$ cat config.mk
export PLATFORM = sky130hd
export DESIGN_NAME = pipe_mem_arbiter_flat
export DESIGN_NICKNAME = d
export VERILOG_FILES = /design/src/rtl/pipe_mem_arbiter_if.sv /design/src/rtl/pipe_mem_arbiter.sv /design/src/flat_wrapper.sv
export SDC_FILE = /design/constraint.sdc
export NUM_CORES = 1
export LEC_CHECK = 0
export CAP_MARGIN = 10
export CORE_MARGIN = 4
export CORE_UTILIZATION = 42
export CTS_CLUSTER_SIZE = 16
export DETAILED_ROUTE_END_ITERATION = 6
export GPL_TIMING_DRIVEN = 0
export PLACE_DENSITY = 0.93
export SYNTH_ARGS = -nofsm -noshare
export SYNTH_HDL_FRONTEND = slang
export SYNTH_SLANG_ARGS = --single-unit
$ cat constraint.sdc
create_clock -name clk -period 4.8 [get_ports clk]
set_input_delay 0.72 -clock clk [delete_from_list [all_inputs] [get_ports clk]]
set_output_delay 0.72 -clock clk [all_outputs]
set_load 0.02 [all_outputs]
$ cat src/rtl/pipe_mem_arbiter_if.sv
// Pipeline/memory bundle for pipe_mem_arbiter: fetch and MEM-stage request ports, memory port, stalls.
// master = arbiter side; slave = pipeline and memory side.
interface pipe_mem_arbiter_if #(
    parameter int ADDR_W = 32,
    parameter int DATA_W = 32
);
    logic              if_req;
    logic [ADDR_W-1:0] if_addr;
    logic [DATA_W-1:0] if_rdata;
    logic              if_ack;
    logic              dm_read;
    logic              dm_write;
    logic [2:0]        dm_beop;
    logic [ADDR_W-1:0] dm_addr;
    logic [DATA_W-1:0] dm_wdata;
    logic [DATA_W-1:0] dm_rdata;
    logic              dm_ack;
    logic              mem_req;
    logic              mem_we;
    logic [3:0]        mem_be;
    logic [ADDR_W-1:0] mem_addr;
    logic [DATA_W-1:0] mem_wdata;
    logic [DATA_W-1:0] mem_rdata;
    logic              mem_ready;
    logic              stall_if;
    logic              stall_mem;
    logic              err;

    modport master (
        input  if_req, if_addr, dm_read, dm_write, dm_beop, dm_addr, dm_wdata,
               mem_rdata, mem_ready,
        output if_rdata, if_ack, dm_rdata, dm_ack, mem_req, mem_we, mem_be,
               mem_addr, mem_wdata, stall_if, stall_mem, err
    );

    modport slave (
        output if_req, if_addr, dm_read, dm_write, dm_beop, dm_addr, dm_wdata,
               mem_rdata, mem_ready,
        input  if_rdata, if_ack, dm_rdata, dm_ack, mem_req, mem_we, mem_be,
               mem_addr, mem_wdata, stall_if, stall_mem, err
    );
endinterface

$ cat src/rtl/pipe_mem_arbiter.sv
// Single-port memory arbiter for fetch and MEM-stage data, data has priority; 2-cycle min request-to-ack.
// Optional busy-state timeout with sticky err is enabled by defining MEM_TIMEOUT_EN.
module pipe_mem_arbiter #(
    parameter int ADDR_W  = 32,
    parameter int DATA_W  = 32,
    parameter int TIMEOUT = 15
) (
    input logic             clk,
    input logic             rst,
    pipe_mem_arbiter_if.master bus
);
    typedef enum logic [1:0] {IDLE, DM_BUSY, IF_BUSY} state_t;

    state_t            state_q, state_d;
    logic              mem_req_q, mem_req_d;
    logic              mem_we_q, mem_we_d;
    logic [3:0]        mem_be_q, mem_be_d;
    logic [ADDR_W-1:0] mem_addr_q, mem_addr_d;
    logic [DATA_W-1:0] mem_wdata_q, mem_wdata_d;
    logic [DATA_W-1:0] if_rdata_q, if_rdata_d;
    logic [DATA_W-1:0] dm_rdata_q, dm_rdata_d;
    logic              if_ack_q, if_ack_d;
    logic              dm_ack_q, dm_ack_d;

    logic              dm_any, ack_pend, busy, tmo, finish;
    logic [DATA_W-1:0] rsp_data;

    function automatic logic [3:0] be_of(input logic [2:0] op, input logic [1:0] a);
        case (op)
            3'b001:  be_of = a[1] ? 4'b1100 : 4'b0011;
            3'b010:  be_of = 4'b0001 << a;
            default: be_of = 4'b1111;
        endcase
    endfunction

    function automatic logic [DATA_W-1:0] wdata_of(input logic [2:0] op, input logic [DATA_W-1:0] d);
        case (op)
            3'b001:  wdata_of = {2{d[15:0]}};
            3'b010:  wdata_of = {4{d[7:0]}};
            default: wdata_of = d;
        endcase
    endfunction

    assign dm_any   = bus.dm_read | bus.dm_write;
    // Holding off grants in the ack cycle stops a requester that has not yet dropped from re-granting.
    assign ack_pend = if_ack_q | dm_ack_q;
    assign busy     = (state_q == DM_BUSY) || (state_q == IF_BUSY);

`ifdef MEM_TIMEOUT_EN
    localparam int CNT_W = $clog2(TIMEOUT + 1);
    logic [CNT_W-1:0] cnt_q, cnt_d;
    logic             err_q, err_d;

    // mem_ready in the timeout cycle wins, so it masks the abort.
    assign tmo   = busy & (cnt_q == CNT_W'(TIMEOUT - 1)) & ~bus.mem_ready;
    assign cnt_d = busy ? cnt_q + CNT_W'(1) : '0;
    assign err_d = err_q | tmo;

    always_ff @(posedge clk or posedge rst) begin
        if (rst) begin
            cnt_q <= '0;
            err_q <= 1'b0;
        end else begin
            cnt_q <= cnt_d;
            err_q <= err_d;
        end
    end

    assign bus.err = err_q;
`else
    assign tmo     = 1'b0;
    assign bus.err = 1'b0;
`endif

    assign finish   = bus.mem_ready | tmo;
    assign rsp_data = tmo ? DATA_W'(32'hDEADBEEF) : bus.mem_rdata;

    always_ff @(posedge clk or posedge rst) begin
        if (rst) state_q <= IDLE;
        else     state_q <= state_d;
    end

    always_comb begin
        state_d = state_q;
        case (state_q)
            IDLE: begin
                if (!ack_pend) begin
                    if (dm_any)          state_d = DM_BUSY;
                    else if (bus.if_req) state_d = IF_BUSY;
                end
            end
            DM_BUSY, IF_BUSY: if (finish) state_d = IDLE;
            default: state_d = IDLE;
        endcase
    end

    always_comb begin
        mem_req_d   = mem_req_q;
        mem_we_d    = mem_we_q;
        mem_be_d    = mem_be_q;
        mem_addr_d  = mem_addr_q;
        mem_wdata_d = mem_wdata_q;
        if_rdata_d  = if_rdata_q;
        dm_rdata_d  = dm_rdata_q;
        if_ack_d    = 1'b0;
        dm_ack_d    = 1'b0;
        case (state_q)
            IDLE: begin
                if (!ack_pend) begin
                    if (dm_any) begin
                        mem_req_d   = 1'b1;
                        mem_we_d    = bus.dm_write;
                        mem_be_d    = be_of(bus.dm_beop, bus.dm_addr[1:0]);
                        mem_addr_d  = bus.dm_addr & ~ADDR_W'(3);
                        mem_wdata_d = wdata_of(bus.dm_beop, bus.dm_wdata);
                    end else if (bus.if_req) begin
                        mem_req_d  = 1'b1;
                        mem_we_d   = 1'b0;
                        mem_be_d   = 4'b1111;
                        mem_addr_d = bus.if_addr & ~ADDR_W'(3);
                    end
                end
            end
            DM_BUSY: begin
                if (finish) begin
                    mem_req_d  = 1'b0;
                    dm_ack_d   = 1'b1;
                    dm_rdata_d = rsp_data;
                end
            end
            IF_BUSY: begin
                if (finish) begin
                    mem_req_d  = 1'b0;
                    if_ack_d   = 1'b1;
                    if_rdata_d = rsp_data;
                end
            end
            default: ;
        endcase
    end

    always_ff @(posedge clk or posedge rst) begin
        if (rst) begin
            mem_req_q   <= 1'b0;
            mem_we_q    <= 1'b0;
            mem_be_q    <= 4'b0000;
            mem_addr_q  <= '0;
            mem_wdata_q <= '0;
            if_rdata_q  <= '0;
            dm_rdata_q  <= '0;
            if_ack_q    <= 1'b0;
            dm_ack_q    <= 1'b0;
        end else begin
            mem_req_q   <= mem_req_d;
            mem_we_q    <= mem_we_d;
            mem_be_q    <= mem_be_d;
            mem_addr_q  <= mem_addr_d;
            mem_wdata_q <= mem_wdata_d;
            if_rdata_q  <= if_rdata_d;
            dm_rdata_q  <= dm_rdata_d;
            if_ack_q    <= if_ack_d;
            dm_ack_q    <= dm_ack_d;
        end
    end

    assign bus.mem_req   = mem_req_q;
    assign bus.mem_we    = mem_we_q;
    assign bus.mem_be    = mem_be_q;
    assign bus.mem_addr  = mem_addr_q;
    assign bus.mem_wdata = mem_wdata_q;
    assign bus.if_rdata  = if_rdata_q;
    assign bus.dm_rdata  = dm_rdata_q;
    assign bus.if_ack    = if_ack_q;
    assign bus.dm_ack    = dm_ack_q;

    assign bus.stall_mem = dm_any & ~dm_ack_q;
    assign bus.stall_if  = bus.stall_mem | (bus.if_req & ~if_ack_q);
endmodule
$ cat src/flat_wrapper.sv
// flat-port wrapper written by rule: the top's interface ports become plain ports
module pipe_mem_arbiter_flat 
#(
    parameter int ADDR_W  = 32,
    parameter int DATA_W  = 32,
    parameter int TIMEOUT = 15
)
  (clk, rst, bus_if_req, bus_if_addr, bus_dm_read, bus_dm_write, bus_dm_beop, bus_dm_addr, bus_dm_wdata, bus_mem_rdata, bus_mem_ready, bus_if_rdata, bus_if_ack, bus_dm_rdata, bus_dm_ack, bus_mem_req, bus_mem_we, bus_mem_be, bus_mem_addr, bus_mem_wdata, bus_stall_if, bus_stall_mem, bus_err);
  pipe_mem_arbiter_if #(.ADDR_W(ADDR_W), .DATA_W(DATA_W)) bus_i ();
  input logic clk;
  input logic rst;
  input wire logic [$bits(bus_i.if_req)-1:0] bus_if_req;
  input wire logic [$bits(bus_i.if_addr)-1:0] bus_if_addr;
  input wire logic [$bits(bus_i.dm_read)-1:0] bus_dm_read;
  input wire logic [$bits(bus_i.dm_write)-1:0] bus_dm_write;
  input wire logic [$bits(bus_i.dm_beop)-1:0] bus_dm_beop;
  input wire logic [$bits(bus_i.dm_addr)-1:0] bus_dm_addr;
  input wire logic [$bits(bus_i.dm_wdata)-1:0] bus_dm_wdata;
  input wire logic [$bits(bus_i.mem_rdata)-1:0] bus_mem_rdata;
  input wire logic [$bits(bus_i.mem_ready)-1:0] bus_mem_ready;
  output wire logic [$bits(bus_i.if_rdata)-1:0] bus_if_rdata;
  output wire logic [$bits(bus_i.if_ack)-1:0] bus_if_ack;
  output wire logic [$bits(bus_i.dm_rdata)-1:0] bus_dm_rdata;
  output wire logic [$bits(bus_i.dm_ack)-1:0] bus_dm_ack;
  output wire logic [$bits(bus_i.mem_req)-1:0] bus_mem_req;
  output wire logic [$bits(bus_i.mem_we)-1:0] bus_mem_we;
  output wire logic [$bits(bus_i.mem_be)-1:0] bus_mem_be;
  output wire logic [$bits(bus_i.mem_addr)-1:0] bus_mem_addr;
  output wire logic [$bits(bus_i.mem_wdata)-1:0] bus_mem_wdata;
  output wire logic [$bits(bus_i.stall_if)-1:0] bus_stall_if;
  output wire logic [$bits(bus_i.stall_mem)-1:0] bus_stall_mem;
  output wire logic [$bits(bus_i.err)-1:0] bus_err;
  assign bus_i.if_req = bus_if_req;
  assign bus_i.if_addr = bus_if_addr;
  assign bus_i.dm_read = bus_dm_read;
  assign bus_i.dm_write = bus_dm_write;
  assign bus_i.dm_beop = bus_dm_beop;
  assign bus_i.dm_addr = bus_dm_addr;
  assign bus_i.dm_wdata = bus_dm_wdata;
  assign bus_i.mem_rdata = bus_mem_rdata;
  assign bus_i.mem_ready = bus_mem_ready;
  assign bus_if_rdata = bus_i.if_rdata;
  assign bus_if_ack = bus_i.if_ack;
  assign bus_dm_rdata = bus_i.dm_rdata;
  assign bus_dm_ack = bus_i.dm_ack;
  assign bus_mem_req = bus_i.mem_req;
  assign bus_mem_we = bus_i.mem_we;
  assign bus_mem_be = bus_i.mem_be;
  assign bus_mem_addr = bus_i.mem_addr;
  assign bus_mem_wdata = bus_i.mem_wdata;
  assign bus_stall_if = bus_i.stall_if;
  assign bus_stall_mem = bus_i.stall_mem;
  assign bus_err = bus_i.err;
  pipe_mem_arbiter #(.ADDR_W(ADDR_W), .DATA_W(DATA_W), .TIMEOUT(TIMEOUT)) u_core (.clk(clk), .rst(rst), .bus(bus_i));
endmodule
==> results.json, run 1 <==
{
  "status": "complete, no violations",
  "cts_tree": "done",
  "seq_area_frac_synth": 0.574,
  "first_global_vias": 5350,
  "grt_pass1_wl_mm": 28.9,
  "cts_resized": 0,
  "clkTransAtPathRegs_ns": 0.06,
  "cts_setup_buffers": 0,
  "hold_buffers": 0,
  "clockRootBuffer": "clkbuf_16",
  "layout.cells.most_common": "clkdlybuf4s50_1",
  "hpwl_mm": 14.1,
  "final-max-slew-violation-count": 0,
  "top_layer_used": "met4",
  "critPathCaptureType": "output port",
  "synth_compound_area_frac": 0.0925,
  "synth_simple_gate_area_share": 0.0234,
  "setup_ws_ns": 1.05,
  "cp.arrival_ns": 3.03,
  "io_pins": 276,
  "peakVddDrop_v": 0.000500,
  "std_cell_rows": 43,
  "dr_total_vias": 4924,
  "ys_ff_latch": 136,
  "synth_edf_count": 0,
  "dieArea_um2": 16100,
  "cpPeakStageDelay_ns": 0.62,
  "cp.required_ns": 4.08,
  "clock_skew_ns": 0.00860,
  "fp.dieH_um": 127,
  "timing.hold.ws_ns": 0.484,
  "synth_adder_area_share": 0.00633,
  "syn_inst": 438,
  "hold_viol": 0,
  "worstSetupPathType": "primary input to output port",
  "final_layout_size_suffix_gt1_frac": 0.213,
  "num-nets-final": 869,
  "met1_length_mm": 6.79,
  "wire_per_inst_um": 20.0,
  "hp-start": "u_core.bus.mem_addr[14]",
  "finalCritPeriodShare": 0.782,
  "area_growth_pct": 60.7,
  "diodes": 0,
  "power_mw": 6.75,
  "preCtsSetupSlack_ns": 0.992,
  "rsz0062_at_grt": "false",
  "cp_num_buf_inv": 3,
  "cp_top_family": "buffers and inverters",
  "syn_area_um2": 5930,
  "setup_viol": 0,
  "fin_cells": 922,
  "synthFlopType": "dfrtp_1",
  "cts_buffers": 17,
  "clockBufferDepth": 2,
  "hp-class": "flip-flop to flip-flop",
  "yosysWarnings": 0,
  "synthXorXnorAreaFrac": 0.00296,
  "initial_core_util": 0.429,
  "fmax_ghz": 0.266,
  "relSlewSlack": 0.537,
  "finalCriticalPeriod_ns": 3.75,
  "io_buffers": 269,
  "crit_fanout": 10,
  "maxCapViolCount": 0,
  "clock-sinks": 136,
  "path_cells": "clkdlybuf4s50_1 -> nor2_1 -> clkbuf_1 -> o22ai_1 -> clkdlybuf4s50_1",
  "synthMuxAreaShare": 0.266,
  "clk_latency_ns": 0.41,
  "wl_met2_mm": 9.37,
  "routed_wl_mm": 18.4,
  "gp_congestion": 0.945,
  "utilization": 0.689,
  "synth_area_per_cell_um2": 13.5,
  "die_w_um": 127,
  "r2r_start": "u_core.state_q[0]",
  "grt_max_degree": 81,
  "synth_top_family_by_area": "multiplexers",
  "worst_slew_pin_slew_ns": 0.694,
  "final_cell_mix": "clkdlybuf4s50_1 (269), dfrtp_1 (136), mux2_2 (108)",
  "vias_per_cell": 5.34,
  "overflow": 0,
  "async_reset_ff_frac": 1.00,
  "core-area_um2": 13800,
  "p_per_area_nw_per_um2": 709,
  "leakage_nw": 3.87,
  "place_inst": 890,
  "antenna_found_initial": 0,
  "ant_nets": 0,
  "critPathSlowestCell": "clkdlybuf4s50_1",
  "dr.pass1.iters": 5,
  "h-tree-depth": 4,
  "drtIter0Drc": 321,
  "startpoint": "bus_dm_write",
  "synth_cell_types": 38,
  "met3WireLength_mm": 1.71,
  "path_common_cell": "clkdlybuf4s50_1",
  "drc": 0,
  "track_usage": 0.229,
  "critPathLaunchType": "primary input"
}
cell families after synthesis:
family | count (synthesis)
XOR/XNOR | 2
multiplexers | 141
AO/OA/AOI/OAI | 90
flip-flops | 136
other | 1
adder cells (fa/ha/maj) | 3
buffers and inverters | 41
AND/OR/NAND/NOR | 24
registers in the layout, summed over array words and instances (netlist names):
signal and count:
u_core.state_q 2, u_core.bus.dm_rdata 32, u_core.bus.if_ack 1, u_core.bus.mem_req 1
u_core.bus.mem_addr 30, u_core.bus.mem_wdata 32, u_core.bus.mem_we 1, u_core.bus.mem_be 4
u_core.bus.if_rdata 32, u_core.bus.dm_ack 1
area by class of cell:
type / count / area [um2]
Sequential cell: 136 / 3400
Fill cell: 951 / 4300
Inverter: 9 / 38.8
Clock inverter: 15 / 215
Tap cell: 180 / 225
Timing Repair Buffer: 270 / 2720
Multi-Input combinational cell: 263 / 2330
Clock buffer: 17 / 425
Buffer: 32 / 165
worst paths after layout:
kind,endpoint,depth (start not counted),slack (ns)
max,bus_stall_if,5,1.05
min,u_core.bus.mem_addr[14],1,0.48
max reg2reg,u_core.bus.mem_addr[13],7,2.62
min reg2reg,u_core.bus.mem_addr[14],1,0.48
max in group asynchronous,u_core.bus.mem_wdata[5],3,3.25
min in group asynchronous,u_core.bus.dm_rdata[23],2,0.78
per-stage QoR:
stage	cell area, um2	TNS (ns)
after floorplan	5930	0
after global placement	8850	-148.22
after detailed placement	8880	0
after CTS	9520	0
after global routing	9520	0
final	9520	0
per-layer routing:
layer,track usage,vias to the layer above
met3,0.0838,46
met5,0,-
li1,-,2191
met1,0.259,2407
met2,0.393,280
met4,0.0921,0
where the power goes:
group | switching, mW | leakage [nW] | internal, mW | total (mW)
clock network | 0.526 | 0.303 | 0.882 | 1.41
logic | 1.61 | 1.98 | 1.67 | 3.28
registers | 0.335 | 1.59 | 1.73 | 2.07
total | 2.47 | 3.87 | 4.29 | 6.75
cells in the mapped netlist (all sizes together) (2+ instances only):
library cell | count | area, um2
dfrtp | 136 | 3400
mux2 | 133 | 1500
a32oi | 8 | 70.1
a21boi | 2 | 15.0
o311ai | 2 | 17.5
nor3b | 2 | 26.3
ha | 3 | 37.5
nor2b | 2 | 12.5
nor2 | 2 | 7.51
nand2 | 4 | 15.0
a31oi | 16 | 100
inv | 8 | 30.0
o21ai | 17 | 85.1
a21oi | 36 | 180
clkbuf | 13 | 48.8
nand3 | 9 | 45.0
buf | 19 | 116
mux2i | 8 | 80.1
o32a | 4 | 40.0
Note: power is estimated with default switching activity, not from simulation.
==> run 2, diff against run 1 <==
- clock period: 4.8 -> 3.8 ns (I/O delays scaled with it)
==> results.json, run 2 (same netlist as run 1, synthesis figures left out) <==
{
  "routed_wl_mm": 18.6,
  "peakVddDrop_v": 0.000543,
  "path_cells": "clkdlybuf4s50_1 -> nor2_1 -> clkbuf_1 -> o22ai_1 -> clkdlybuf4s50_1",
  "gp_congestion": 0.893,
  "num-nets-final": 871,
  "hp-class": "flip-flop to flip-flop",
  "area_growth_pct": 62.4,
  "critPathSlowestCell": "clkdlybuf4s50_1",
  "cts_resized": 0,
  "ant_nets": 0,
  "relSlewSlack": 0.544,
  "rsz0062_at_grt": "false",
  "cts_buffers": 17,
  "clk_latency_ns": 0.42,
  "n_fill_cell": 922,
  "io_buffers": 269,
  "final-max-slew-violation-count": 0,
  "finalCriticalPeriod_ns": 3.40,
  "vias_per_cell": 5.32,
  "seq_power_share": 0.299,
  "io_pins": 276,
  "initial_core_util": 0.429,
  "antenna_found_initial": 0,
  "fin_tns_setup_ns": 0,
  "grt_pass1_wl_mm": 29.3,
  "critPathCaptureType": "output port",
  "clockBufferDepth": 2,
  "grt_max_degree": 44,
  "h-tree-depth": 4,
  "clkTransAtPathRegs_ns": 0.05,
  "final_cell_mix": "clkdlybuf4s50_1 (269), dfrtp_1 (136), mux2_2 (108)",
  "layout.cells.most_common": "clkdlybuf4s50_1",
  "clock_skew_ns": 0.0102,
  "final_layout_size_suffix_gt1_frac": 0.215,
  "worst_slew_pin_slew_ns": 0.682,
  "wire_per_inst_um": 20.1,
  "fp.dieH_um": 127,
  "path_common_cell": "clkdlybuf4s50_1",
  "core-area_um2": 13800,
  "dr_total_vias": 4918,
  "fmax_ghz": 0.294,
  "p_int_mw": 5.63,
  "cts_setup_buffers": 0,
  "switching_share": 0.354,
  "p_switching_mw": 3.09,
  "drc": 0,
  "pwr-share-clk": 0.225,
  "cp.arrival_ns": 2.83,
  "dr.pass1.iters": 5,
  "diodes": 0,
  "leakage_nw": 3.91,
  "clock-sinks": 136,
  "overflow": 0,
  "first_global_vias": 5450,
  "cp.required_ns": 3.23,
  "finalCritPeriodShare": 0.895,
  "crit_fanout": 10,
  "critPathLaunchType": "primary input",
  "die_w_um": 127,
  "cts_tree": "done",
  "clockRootBuffer": "clkbuf_16",
  "dieArea_um2": 16100,
  "hold_viol": 0,
  "combinationalPowerShare": 0.476,
  "hpwl_mm": 14.1,
  "worstSetupPathType": "primary input to output port",
  "track_usage": 0.232,
  "maxCapViolCount": 0,
  "std_cell_rows": 43,
  "p_per_area_nw_per_um2": 906,
  "hold_buffers": 0,
  "cpPeakStageDelay_ns": 0.61,
  "timing.hold.ws_ns": 0.484,
  "setup_viol": 0,
  "status": "complete, no violations",
  "drtIter0Drc": 312
}
[run 2: power groups by stage]
stage | Sequential (mW) | Clock [mW] | Combinational, mW
6_report | 2.61 | 1.96 | 4.15
5_1_grt | 2.69 | 2.06 | 4.39
4_1_cts | 2.60 | 1.98 | 4.19
3_5_place_dp | 2.62 | 0 | 4.16
3_3_place_gp | 2.55 | 0 | 4.04
2_1_floorplan | 3.45 | 0 | 1.24
[run 2: worst max-delay path, delay by kind of cell]
kind	cells	cell delay, ns
compound gates	1	0.20
buf+inv	3	1.61
simple gates	1	0.45
[run 2: per-layer routing]
layer	track usage	share of wire	up-vias
met5	0	0	-
li1	-	-	2189
met1	0.261	0.37	2422
met4	0.0921	0.027	0
met2	0.408	0.51	270
met3	0.0745	0.087	37
[run 2: final timing paths]
check	from	slack [ns]	depth (start not counted)	to
worst max-delay path	bus_dm_write	0.40	5	bus_stall_if
max in group asynchronous	rst	2.46	4	u_core.bus.dm_rdata[3]
min in group asynchronous	rst	0.51	2	u_core.bus.dm_rdata[11]
worst min-delay path	u_core.bus.mem_we	0.48	1	u_core.bus.mem_we
worst min register to register	u_core.bus.mem_we	0.48	1	u_core.bus.mem_we
worst max register to register	u_core.state_q[0]	1.62	7	u_core.bus.mem_addr[2]
[run 2: layout make-up]
cell class	instances	area (um2)	area share
well taps	180	225	0.0234
clock buffers	18	439	0.0456
clock inverters	14	268	0.0278
repair buffers	272	2750	0.286
inverters	9	37.5	0.00390
plain buffers	32	165	0.0172
multi-input cells	263	2330	0.242
flip-flops and latches	136	3400	0.354
[run 2: stage by stage]
stage	instance area (um2)	std cells	worst slack, ns	power [mW]	util
floorplan	5940	440	1.54	4.69	-
global placement	8850	889	0.472	6.59	0.640
detailed placement	8910	892	0.395	6.78	0.645
CTS	9620	924	0.382	8.78	0.696
global route	9620	924	0.255	9.14	0.696
finish	9620	924	0.400	8.71	0.696
==> run 3, diff against run 2 <==
==> constraint.sdc (replaced) <==
create_clock -name clk -period 3.8 [get_ports clk]
set_input_delay 0.57 -clock clk [delete_from_list [all_inputs] [get_ports clk]]
set_output_delay 0.57 -clock clk [all_outputs]
set_load 0.1 [all_outputs]
==> results.json, run 3 (same netlist as run 1, synthesis figures left out) <==
{
  "grt_max_degree": 44,
  "setup_viol": 0,
  "dr_total_vias": 4892,
  "hold_viol": 0,
  "final_layout_size_suffix_gt1_frac": 0.215,
  "core-area_um2": 13800,
  "crit_fanout": 10,
  "preCtsSetupSlack_ns": -0.0348,
  "vias_per_cell": 5.29,
  "fp.dieH_um": 127,
  "io_buffers": 269,
  "drc": 0,
  "std_cell_rows": 43,
  "layout.cells.most_common": "clkdlybuf4s50_1",
  "clk_latency_ns": 0.42,
  "clockBufferDepth": 2,
  "whs_path_depth": 1,
  "area_growth_pct": 62.4,
  "dr.pass1.iters": 5,
  "maxCapViolCount": 0,
  "first_global_vias": 5450,
  "fmax_ghz": 0.292,
  "num-nets-final": 871,
  "io_pins": 276,
  "critPathCaptureType": "output port",
  "grt_pass1_wl_mm": 29.3,
  "status": "complete, no violations",
  "regToRegEndpoint": "u_core.bus.mem_addr[2]",
  "r2r_start": "u_core.state_q[0]",
  "overflow": 0,
  "rsz0062_at_grt": "false",
  "setup_ws_ns": 0.376,
  "track_usage": 0.232,
  "clockRootBuffer": "clkbuf_16",
  "cts_buffers": 17,
  "clock-sinks": 136,
  "hp-class": "flip-flop to flip-flop",
  "hpwl_mm": 14.1,
  "ff2ff_path_depth": 7,
  "relSlewSlack": 0.305,
  "gp_congestion": 0.893,
  "fin_tns_setup_ns": 0,
  "diodes": 0,
  "initial_core_util": 0.429,
  "finalCritPeriodShare": 0.901,
  "worst_slew_pin_slew_ns": 1.04,
  "hold_buffers": 0,
  "wire_per_inst_um": 20.1,
  "drtIter0Drc": 328,
  "h-tree-depth": 4,
  "worstSetupPathType": "primary input to output port",
  "final_cell_mix": "clkdlybuf4s50_1 (267), dfrtp_1 (136), mux2_2 (108)",
  "hp-start": "u_core.bus.mem_we",
  "cp.required_ns": 3.23,
  "clkTransAtPathRegs_ns": 0.05,
  "clock_skew_ns": 0.0102,
  "critPathLaunchType": "primary input",
  "ant_nets": 0,
  "cp.arrival_ns": 2.85,
  "cts_setup_buffers": 0,
  "die_w_um": 127,
  "reg2reg_slack_ns": 1.65,
  "cts_tree": "done",
  "antenna_found_initial": 0,
  "final-max-slew-violation-count": 0,
  "finalCriticalPeriod_ns": 3.42,
  "hold_end": "u_core.bus.mem_we",
  "routed_wl_mm": 18.6,
  "dieArea_um2": 16100
}
==> run 3: critical path, cell delays in order <==
cell             delay [ns]
clkdlybuf4s50_1        0.46
nor2_1                 0.45
clkbuf_1               0.53
o22ai_1                0.19
dlygate4sd2_1          0.65
==> run 3: worst max path at each step <==
stage / startpoint / endpoint
6_report: bus_dm_write / bus_stall_if
5_1_grt: bus_dm_write / bus_stall_if
4_1_cts: bus_dm_write / bus_stall_mem
3_5_place_dp: bus_dm_write / bus_stall_if
3_3_place_gp: bus_dm_write / bus_stall_if
2_1_floorplan: u_core.bus.dm_ack / bus_stall_if
==> run 3: final cells by class <==
cell class / instances / area, um2
timing repair buffer: 272 / 2750
clock inverter: 14 / 268
tap: 180 / 225
sequential: 136 / 3400
buffer: 32 / 165
multi-input combinational: 263 / 2330
clock buffer: 18 / 439
inverter: 9 / 37.5
fill: 923 / 4200
==> run 3: per-stage QoR <==
step	cell area [um2]	util	std cells	hold WS [ns]
6_report	9620	0.696	924	0.484
5_1_grt	9620	0.696	924	0.505
4_1_cts	9620	0.696	924	0.487
3_5_place_dp	8910	0.645	892	0.474
3_3_place_gp	8850	0.640	889	0.468
2_1_floorplan	5940	-	440	0.532
==> run 3: what timing repair did <==
action,in CTS,in global routing
endpoints found under the setup margin,1,1
gates resized for setup,1,1
endpoints found under the hold margin,0,0
==> run 3: layer usage <==
| layer | wire (um) | share of wire | global-route usage | vias to the layer above |
|---|---|---|---|---|
| met5 | 0 | 0 | 0 | - |
| met3 | 1580 | 0.085 | 0.0745 | 37 |
| met4 | 507 | 0.027 | 0.0921 | 0 |
| met1 | 6900 | 0.37 | 0.261 | 2415 |
| met2 | 9580 | 0.52 | 0.408 | 253 |
| li1 | - | - | - | 2187 |
Power of run 3 is not shown: default switching activity piles up to over one toggle a cycle in this logic, so the estimate is an artifact.
